--- src/rtl/fifo_write_arbiter_if.sv ---
// ============================================================================
// fifo_write_arbiter_if
//   Bundle of the requester-side and FIFO-write-side signals of the
//   round-robin FIFO write arbiter.
//
//   Signals:
//     req      NUM_REQ             per-requester request (held with data until granted)
//     req_data NUM_REQ*DATA_WIDTH  requester i data at [i*DATA_WIDTH +: DATA_WIDTH]
//     full     1                   FIFO full flag (write domain)
//     gnt      NUM_REQ             one-hot accept strobe
//     w_en     1                   FIFO write enable
//     w_data   DATA_WIDTH          FIFO data_in
//     owner    ID_WIDTH            current grant owner
//     busy     1                   high while a grant is active
//
//   Modports:
//     master : requesters + FIFO side (drives req/req_data/full)
//     slave  : the arbiter (drives gnt/w_en/w_data/owner/busy)
// ============================================================================
interface fifo_write_arbiter_if #(
    parameter int NUM_REQ    = 4,
    parameter int DATA_WIDTH = 8,
    parameter int ID_WIDTH   = 2
);
    logic [NUM_REQ-1:0]            req;
    logic [NUM_REQ*DATA_WIDTH-1:0] req_data;
    logic                          full;
    logic [NUM_REQ-1:0]            gnt;
    logic                          w_en;
    logic [DATA_WIDTH-1:0]         w_data;
    logic [ID_WIDTH-1:0]           owner;
    logic                          busy;

    modport master (
        output req,
        output req_data,
        output full,
        input  gnt,
        input  w_en,
        input  w_data,
        input  owner,
        input  busy
    );

    modport slave (
        input  req,
        input  req_data,
        input  full,
        output gnt,
        output w_en,
        output w_data,
        output owner,
        output busy
    );
endinterface

--- src/rtl/fifo_write_arbiter.sv ---
// ============================================================================
// fifo_write_arbiter
//   Round-robin arbiter sharing one FIFO write port among NUM_REQ requesters
//   in the FIFO write-clock domain. A grant lasts for up to MAX_BURST accepted
//   words; the arbiter writes the owner's word straight into the FIFO in the
//   same cycle it accepts it, and stalls (without releasing) while full=1.
//
//   Ports:
//     i_clk      write-domain clock (FIFO w_clk)
//     i_rst      synchronous, active-high reset
//     bus        fifo_write_arbiter_if.slave (req/req_data/full in,
//                gnt/w_en/w_data/owner/busy out)
//     o_word_cnt accepted-word counter, present only with WR_ARB_CNT_EN
//
//   Build option:
//     WR_ARB_CNT_EN  when defined, adds CNT_WIDTH parameter, the o_word_cnt
//                    port and its wrapping counter.
// ============================================================================
module fifo_write_arbiter #(
    parameter int NUM_REQ    = 4,
    parameter int DATA_WIDTH = 8,
    parameter int MAX_BURST  = 4,
    parameter int ID_WIDTH   = 2
`ifdef WR_ARB_CNT_EN
    ,
    parameter int CNT_WIDTH  = 16
`endif
) (
    input  logic                  i_clk,
    input  logic                  i_rst,
    fifo_write_arbiter_if.slave   bus
`ifdef WR_ARB_CNT_EN
    ,
    output logic [CNT_WIDTH-1:0]  o_word_cnt
`endif
);

    localparam logic [0:0] ST_IDLE  = 1'b0;
    localparam logic [0:0] ST_GRANT = 1'b1;

    // Burst counter only needs to hold 0..MAX_BURST-1.
    localparam int BCNT_W = (MAX_BURST > 1) ? $clog2(MAX_BURST) : 1;

    // First requester at or after ptr+1 (wrapping); the pointer itself is
    // checked last, so a sole requester is re-picked.
    function automatic logic [ID_WIDTH-1:0] rr_pick(
        input logic [NUM_REQ-1:0]  reqs,
        input logic [ID_WIDTH-1:0] ptr
    );
        logic [ID_WIDTH-1:0] pick;
        logic                found;
        int                  idx;
        pick  = ptr;
        found = 1'b0;
        for (int k = 1; k <= NUM_REQ; k++) begin
            idx = (int'(ptr) + k) % NUM_REQ;
            if (!found && reqs[idx]) begin
                pick  = ID_WIDTH'(idx);
                found = 1'b1;
            end
        end
        return pick;
    endfunction

    logic [0:0]          r_st;
    logic [ID_WIDTH-1:0] r_owner;
    logic [ID_WIDTH-1:0] r_last;
    logic [BCNT_W-1:0]   r_bcnt;

    logic [0:0]          w_st_nxt;
    logic [ID_WIDTH-1:0] w_owner_nxt;
    logic [ID_WIDTH-1:0] w_last_nxt;
    logic [BCNT_W-1:0]   w_bcnt_nxt;
    logic                w_release;
    logic                w_any_req;
    logic                w_own_req;
    logic                w_last_beat;
    logic                w_xfer;

    assign w_any_req   = |bus.req;
    assign w_own_req   = bus.req[r_owner];
    assign w_last_beat = (r_bcnt == BCNT_W'(MAX_BURST - 1));

    // Accept path is combinational from the registered owner so the FIFO
    // write lands in the same cycle as the accept, with full seen live.
    assign w_xfer     = (r_st == ST_GRANT) & w_own_req & ~bus.full;
    assign bus.w_en   = w_xfer;
    assign bus.gnt    = w_xfer ? ({{(NUM_REQ-1){1'b0}}, 1'b1} << r_owner) : {NUM_REQ{1'b0}};
    assign bus.w_data = bus.req_data[r_owner*DATA_WIDTH +: DATA_WIDTH];
    assign bus.owner  = r_owner;
    assign bus.busy   = (r_st == ST_GRANT);

    // Next-state logic: arbitration in IDLE, burst/stall/release in GRANT.
    always_comb begin
        w_st_nxt    = r_st;
        w_owner_nxt = r_owner;
        w_last_nxt  = r_last;
        w_bcnt_nxt  = r_bcnt;
        w_release   = 1'b0;
        case (r_st)
            ST_IDLE: begin
                if (w_any_req) begin
                    w_owner_nxt = rr_pick(bus.req, r_last);
                    w_last_nxt  = rr_pick(bus.req, r_last);
                    w_bcnt_nxt  = {BCNT_W{1'b0}};
                    w_st_nxt    = ST_GRANT;
                end else begin
                    w_st_nxt    = ST_IDLE;
                end
            end
            ST_GRANT: begin
                if (!w_own_req) begin
                    w_release = 1'b1;
                end else if (bus.full) begin
                    // Stall: the grant is never released because of full.
                    w_bcnt_nxt = r_bcnt;
                end else if (w_last_beat) begin
                    w_release = 1'b1;
                end else begin
                    w_bcnt_nxt = r_bcnt + BCNT_W'(1);
                end
            end
            default: begin
                w_st_nxt = ST_IDLE;
            end
        endcase

        // Release hands straight over to the next requester (no idle bubble).
        if (w_release) begin
            w_last_nxt = r_owner;
            w_bcnt_nxt = {BCNT_W{1'b0}};
            if (w_any_req) begin
                w_owner_nxt = rr_pick(bus.req, r_owner);
                w_st_nxt    = ST_GRANT;
            end else begin
                w_st_nxt    = ST_IDLE;
            end
        end else begin
            w_last_nxt = w_last_nxt;
        end
    end

    // State registers with synchronous reset; reset mid-burst simply aborts.
    always_ff @(posedge i_clk) begin
        if (i_rst) begin
            r_st    <= ST_IDLE;
            r_owner <= {ID_WIDTH{1'b0}};
            r_last  <= ID_WIDTH'(NUM_REQ - 1);
            r_bcnt  <= {BCNT_W{1'b0}};
        end else begin
            r_st    <= w_st_nxt;
            r_owner <= w_owner_nxt;
            r_last  <= w_last_nxt;
            r_bcnt  <= w_bcnt_nxt;
        end
    end

`ifdef WR_ARB_CNT_EN
    logic [CNT_WIDTH-1:0] r_word_cnt;

    // Accepted-word counter, wraps naturally at 2^CNT_WIDTH.
    always_ff @(posedge i_clk) begin
        if (i_rst) begin
            r_word_cnt <= {CNT_WIDTH{1'b0}};
        end else if (w_xfer) begin
            r_word_cnt <= r_word_cnt + CNT_WIDTH'(1);
        end else begin
            r_word_cnt <= r_word_cnt;
        end
    end

    assign o_word_cnt = r_word_cnt;
`endif

endmodule

--- src/flat_wrapper.sv ---
// flat-port wrapper written by rule: the top's interface ports become plain ports
module fifo_write_arbiter_flat 
#(
    parameter int NUM_REQ    = 4,
    parameter int DATA_WIDTH = 8,
    parameter int MAX_BURST  = 4,
    parameter int ID_WIDTH   = 2

)
  (i_clk, i_rst, bus_req, bus_req_data, bus_full, bus_gnt, bus_w_en, bus_w_data, bus_owner, bus_busy);
  fifo_write_arbiter_if #(.NUM_REQ(NUM_REQ), .DATA_WIDTH(DATA_WIDTH), .ID_WIDTH(ID_WIDTH)) bus_i ();
  input  logic i_clk;
  input  logic i_rst;
  input wire logic [$bits(bus_i.req)-1:0] bus_req;
  input wire logic [$bits(bus_i.req_data)-1:0] bus_req_data;
  input wire logic [$bits(bus_i.full)-1:0] bus_full;
  output wire logic [$bits(bus_i.gnt)-1:0] bus_gnt;
  output wire logic [$bits(bus_i.w_en)-1:0] bus_w_en;
  output wire logic [$bits(bus_i.w_data)-1:0] bus_w_data;
  output wire logic [$bits(bus_i.owner)-1:0] bus_owner;
  output wire logic [$bits(bus_i.busy)-1:0] bus_busy;
  assign bus_i.req = bus_req;
  assign bus_i.req_data = bus_req_data;
  assign bus_i.full = bus_full;
  assign bus_gnt = bus_i.gnt;
  assign bus_w_en = bus_i.w_en;
  assign bus_w_data = bus_i.w_data;
  assign bus_owner = bus_i.owner;
  assign bus_busy = bus_i.busy;
  fifo_write_arbiter #(.NUM_REQ(NUM_REQ), .DATA_WIDTH(DATA_WIDTH), .MAX_BURST(MAX_BURST), .ID_WIDTH(ID_WIDTH)) u_core (.i_clk(i_clk), .i_rst(i_rst), .bus(bus_i));
endmodule
--- config.mk ---
export PLATFORM = sky130hd
export DESIGN_NAME = fifo_write_arbiter_flat
export DESIGN_NICKNAME = d
export VERILOG_FILES = /design/src/rtl/fifo_write_arbiter_if.sv /design/src/rtl/fifo_write_arbiter.sv /design/src/flat_wrapper.sv
export SDC_FILE = /design/constraint.sdc
export NUM_CORES = 1
export LEC_CHECK = 0
export ABC_AREA = 0
export CAP_MARGIN = 20
export CORE_MARGIN = 2
export CORE_UTILIZATION = 35
export DETAILED_ROUTE_END_ITERATION = 10
export GPL_ROUTABILITY_DRIVEN = 0
export PLACE_DENSITY_LB_ADDON = 0.15
export SLEW_MARGIN = 20
export SYNTH_ARGS = -nofsm -noshare
export SYNTH_HDL_FRONTEND = slang
export SYNTH_SLANG_ARGS = --single-unit
--- constraint.sdc ---
create_clock -name i_clk -period 2 [get_ports i_clk]
set_input_delay 0.4 -clock i_clk [delete_from_list [all_inputs] [get_ports i_clk]]
set_output_delay 0.4 -clock i_clk [all_outputs]
set_load 0.1 [all_outputs]
Yosys cells after proc, flatten, opt, wreduce, memory -nomap -nowiden:

Index checks and enable logic that the tools add are counted.

* register bits: 7
* bits of input ports: 39
* output and inout port bits: 16

* shift-type cells: 2
* equality and inequality tests: 7
* order comparisons: 9
* bitwise logic cells: 12
* reductions and logical operators: 25
* muxes and demuxes: 72
* $add $sub $neg: 9

Operators with widths (number)
* $mux W1: 42
* $mux W2: 19
* $lt A3 B4 Y1 const B: 8
* $shiftx A32 B6 Y8: 1
* $bmux W1 S2: 9
* $reduce_or A2 Y1: 9
* $add A2 B1 Y2 const B: 5
* $add A2 B2 Y2 const B: 4
* $and A1 B1 Y1 const A: 8
* $ne A2 B2 Y1 const B: 4
* $logic_and A1 B1 Y1: 6
* $logic_not A1 Y1: 6
* $ne A6 B6 Y1 const B: 1
* $mux W4: 1
* $pmux W2 S2: 1
* $reduce_and A4 Y1: 1
* $reduce_or A4 Y1: 1
* $shl A1 B2 Y4 const A: 1
* $lt A2 B3 Y1 const B: 1
* $and A1 B1 Y1: 2
* $eq A2 B2 Y1 const B: 1
* $ne A2 B1 Y1 const B: 1
* $not A1 Y1: 2
* $reduce_and A2 Y1: 1
* $reduce_bool A2 Y1: 1

Logic depth before layout (Yosys ltp):

Gate-level depths: netlist (run 1).

* depth in word-level cells: 26
* gate-level depth with buffers: 8
* gate-level depth less buffers: 7

Worst setup path before layout (run 1):

No wires, ideal clock.

* path type: reg-to-output
* from: reg u_core.r_owner[1] (netlist: u_core.bus.owner[1])
* to: out bus_gnt[0]
* data required time: 1.600 ns
* path buffers: 1
* cell stages (with the launch flop): 6
* arrival: 4.866 ns
* path slack: -3.266 ns
* path through: dfxtp_1 > buf_4 > mux2_2 > nor2_2 > a211oi_1 > and2_1

* cells in the longest elaborated chain, start to end: 5
* elaborated cells between the ends (all ways): 6
* those cells by class: shift: 1; mux: 3; bitwise: 2

Ends and longest elaborated chain
* from (decl): RTL line fifo_write_arbiter.sv:66 `logic [ID_WIDTH-1:0] r_owner;`
* from (signal assigned): RTL line fifo_write_arbiter.sv:147 `r_owner <= {ID_WIDTH{1'b0}};`
* from (signal assigned): RTL line fifo_write_arbiter.sv:152 `r_owner <= w_owner_nxt;`
* $bmux W1 S2: RTL line fifo_write_arbiter.sv:81 `assign w_own_req = bus.req[r_owner];`
* $mux W1 (implied by the code): RTL line fifo_write_arbiter.sv:81
* $and A1 B1 Y1 (2 in a row): RTL line fifo_write_arbiter.sv:86 `assign w_xfer = (r_st == ST_GRANT) & w_own_req & ~bus.full;`
* via bus_w_en: RTL line flat_wrapper.sv:18 `output wire logic [$bits(bus_i.w_en)-1:0] bus_w_en;`
* $mux W4: RTL line fifo_write_arbiter.sv:88 `assign bus.gnt = w_xfer ? ({{(NUM_REQ-1){1'b0}}, 1'b1} << r_owner) : {NUM_REQ{1'b0}};`
* to (decl): RTL line flat_wrapper.sv:17 `output wire logic [$bits(bus_i.gnt)-1:0] bus_gnt;`

The timed path passes the listed nets, and every way through them passes these cells. The select of a mux whose other input is x is not followed.

Worst setup path after layout (run 1):

* from: reg u_core.r_owner[0] (netlist: u_core.bus.owner[0])
* to: out bus_w_data[6]

* cells in the longest elaborated chain, start to end: 1

Ends and longest elaborated chain
* $shiftx A32 B6 Y8: RTL line fifo_write_arbiter.sv:89 `assign bus.w_data = bus.req_data[r_owner*DATA_WIDTH +: DATA_WIDTH];`
* to (decl): RTL line flat_wrapper.sv:19 `output wire logic [$bits(bus_i.w_data)-1:0] bus_w_data;`

No other way between the ends.

==> impl_metrics.csv, run 1 <==
group,metric,value,unit
pwr,cellLeakagePower,0.8038,nW
critical_path,crit_family,"multiplexers",
critical_path,cpMaxStageDelayCell,"mux4_2",
die,core-area,2758,sq um
drt,viasPerCell,5.358,
pwr,max-vdd-ir-drop,0.0007041,V
critical_path,cp-end-kind,"output pin",
drt,wire_per_inst,15.33,microns
drt,drcViolationCount,0,
logic_synthesis,yosys.area.top_type,"mux4_2",
clock_network,numCtsBuffers,3,
min_path,hp-class,"flip-flop to flip-flop",
grt,grt.met1_usage,24.62,%
clock_network,hold_buffers,0,
logic_synthesis,syn_avg_cell_area,9.577,sq um
logic_synthesis,synth_area_leaders,"mux4_2 (24%), dfxtp_1 (14%), ha_1 (6.1%)",
critical_path,max_stage_delay,540,ps
grt,overflow,0,
critical_path,critPathLaunchType,"flip-flop",
critical_path,required,1600,ps
placement,port_buffers,54,
grt,grt_pass1_wl,5161,microns
critical_path,crit_type,"flip-flop to output pin",
logic_synthesis,async_flop_share,0,%
logic_synthesis,ys_warn_count,0,
clock_network,clkTransAtPathRegs,60,ps
placement,hpwl,2626,microns
timing,setup_viol,0,
timing,rsz0062_at_grt,"true",
logic_synthesis,postSynthCellCount,107,
die,rows,19,
logic_synthesis,synth.distinct_cells,44,
die,dieArea,3377,sq um
clock_network,cts_buffer_depth,2,
logic_synthesis,yosysSeqAreaShare,13.68,%
timing,setup_slack,17.73,ps
timing,period_share,99.11,%
logic_synthesis,synth-edff-count,0,
drt,drtIter0Drc,19,
logic_synthesis,synth.top_cell.area_share,24.18,%
die,io_pins,55,
drt,num_vias,1136,
clock_network,htree_levels,1,
clock_network,clock_sinks,7,
grt,grt_usage,19.67,%
critical_path,cp_common_cell,"buf_12",
clock_network,cts-root-buf,"clkbuf_4",
timing,hold_viol,0,
grt,use_met2,35.71,%
timing,slew_violations,0,
critical_path,cp_cell_sequence,"buf_12, mux4_2, buf_12",
critical_path,worst-path-buf-inv,2,
clock_network,clk_latency,270,ps
critical_path,critPathArrivalTime,1580,ps
drt,drtAntennaViolNets,0,
logic_synthesis,netlist_area,1025,sq um
timing,clock.fmax,0.5045,GHz
die,initial_core_util,37.16,%
grt,first_global_vias,1136,
layout,nFillCells,215,
timing,relSlewSlack,77.69,%
timing,worst_slew_pin_slew,331.1,ps
layout,antenna-diode-count,0,
drt,drt_wl_total,3250,microns
logic_synthesis,synthFlopType,"dfxtp_1",
critical_path,rrSetupSlack,90,ps
timing,worst_clock_skew,1.808,ps
grt,top_usage_layer,"met2",
layout,drive_gt1_share,41.99,%
grt,antenna_found_initial,0,
placement,dpl_worst_slack,-233.1,ps
layout,final_nets,226,
clock_network,cts_tree,"built",
timing,post-route-min-period,1982,ps
pwr,powerDensity,876.1,nW/um^2
critical_path,worstPathMaxFanout,10,
flow_run,drv_cap,0,
grt,grt_max_degree,13,
grt,grtUsageMet3,4.911,%
logic_synthesis,ys_ff_latch,7,
die,dieHeight,58.11,microns
die,die_x,58.11,microns
status,status,"finished, final reports clean",
pwr,power,0.001752,W
layout,syn2layout_area_growth,95.12,%
logic_synthesis,synth_nets,151,
drt,drt-pass1-iter-count,4,
## cells in the mapped netlist, drive strengths merged (2+ instances only)
library cell,count
and2,4
o21ai,5
ha,5
mux2i,5
nor2,10
nand2,3
buf,6
nor4,2
dfxtp,7
a211oi,5
nand3b,2
nor2b,5
nand3,2
mux2,2
nor3,2
inv,8
mux4,11
a21oi,4
clkbuf,3
## metrics by stage
step	cells	instance area (sq um)	util (%)	setup TNS, ps	hold slack (ps)
floorplan	107	1122	-	-3798	462.7
global placement	202	1908	69.19	-1181	518.6
detailed placement	202	1908	69.19	-1448	563.1
CTS	208	1966	71.28	0	570.8
global route	212	1999	72.50	-158.1	618.5
finish	212	1999	72.50	0	570.7
## worst register-to-register path: cells and delay by family, from the launching register on
family | cells | cell delay [ps]
AOI/OAI and AO/OA | 1 | 180
adders and majority gates | 1 | 310
buffers and inverters | 1 | 110
DFF | 1 | 410
muxes | 2 | 720
and+or+nand+nor | 1 | 60
## cell families (layout without fill, tap and decap cells)
logic type | Yosys count | in the layout | synth area share [%]
buffers and inverters | 17 | 91 | 8.425
flip-flops | 7 | 7 | 13.67
AO/OA/AOI/OAI | 23 | 23 | 18.68
AND/OR/NAND/NOR | 37 | 37 | 21.49
adder cells (fa/ha/maj) | 5 | 5 | 6.105
multiplexers | 18 | 18 | 31.62
## layout make-up
class                           count  area (sq um)  share of cell area [%]
Clock buffer                        3         22.52                   1.126
Clock inverter                      1         5.005                  0.2503
Inverter                            8         37.54                   1.877
Multi-Input combinational cell     83         858.3                   42.93
Sequential cell                     7         151.4                   7.572
Tap cell                           31         38.79                   1.940
Timing Repair Buffer               79         885.9                   44.31
## where the power goes
| part | internal (W) | total [W] | leakage [nW] | switching [W] |
|---|---|---|---|---|
| Sequential | 0.000163 | 0.000212 | 0.0596 | 0.0000485 |
| Clock | 0.0000741 | 0.000146 | 0.0177 | 0.0000720 |
| Combinational | 0.000618 | 0.00139 | 0.727 | 0.000775 |
## placed cells by master, fill, tap and decap left out, types with 2 or more instances in the layout
| cell type | n |
|---|---|
| nor2_1 | 9 |
| clkbuf_4 | 3 |
| buf_4 | 24 |
| a21oi_1 | 3 |
| a211oi_1 | 4 |
| nand2_1 | 3 |
| clkdlybuf4s50_1 | 33 |
| mux4_2 | 11 |
| mux2i_1 | 4 |
| o21ai_1 | 2 |
| dfxtp_4 | 3 |
| inv_1 | 7 |
| and2_4 | 4 |
| buf_12 | 16 |
| ha_1 | 4 |
| nand3b_1 | 2 |
| o21ai_0 | 3 |
| nor2b_1 | 5 |
| dlygate4sd2_1 | 5 |
| nand3_1 | 2 |
| nor3_1 | 2 |
| dfxtp_1 | 4 |
## per-layer routing
metal	share of wire, %	vias to the layer above	routed length, microns
li1	-	561	-
met1	40	540	1285
met2	55	35	1801
met3	5.0	0	163
met4	0	0	0
met5	0	-	0
## registers in the layout (all words and copies together) (netlist names)
| register | flops |
|---|---|
| u_core.r_bcnt | 2 |
| u_core.r_last | 2 |
| u_core.bus.busy | 1 |
| u_core.bus.owner | 2 |
## final timing paths
| check | start | endpoint | cells after the start |
|---|---|---|---|
| max | u_core.bus.owner[0] | bus_w_data[6] | 3 |
| min | u_core.r_last[1] | u_core.r_last[1] | 2 |
| max reg2reg | u_core.bus.owner[1] | u_core.bus.owner[0] | 6 |
| min reg2reg | u_core.r_last[1] | u_core.r_last[1] | 2 |
## timing repair
| action | CTS | global route |
|---|---|---|
| pin swaps | 6 | 3 |
| gates resized for setup | 9 | 1 |
| buffers inserted | 3 | 4 |
| endpoints found under the setup margin | 13 | 15 |
No activity file was read; power rests on OpenSTA's default activity.
==> run 2: changes to the inputs <==
SKIP_LAST_GASP = 1   (was unset)
==> results of run 2 <==
Same layout as run 1: the final DEF is identical, and so are final timing and power.
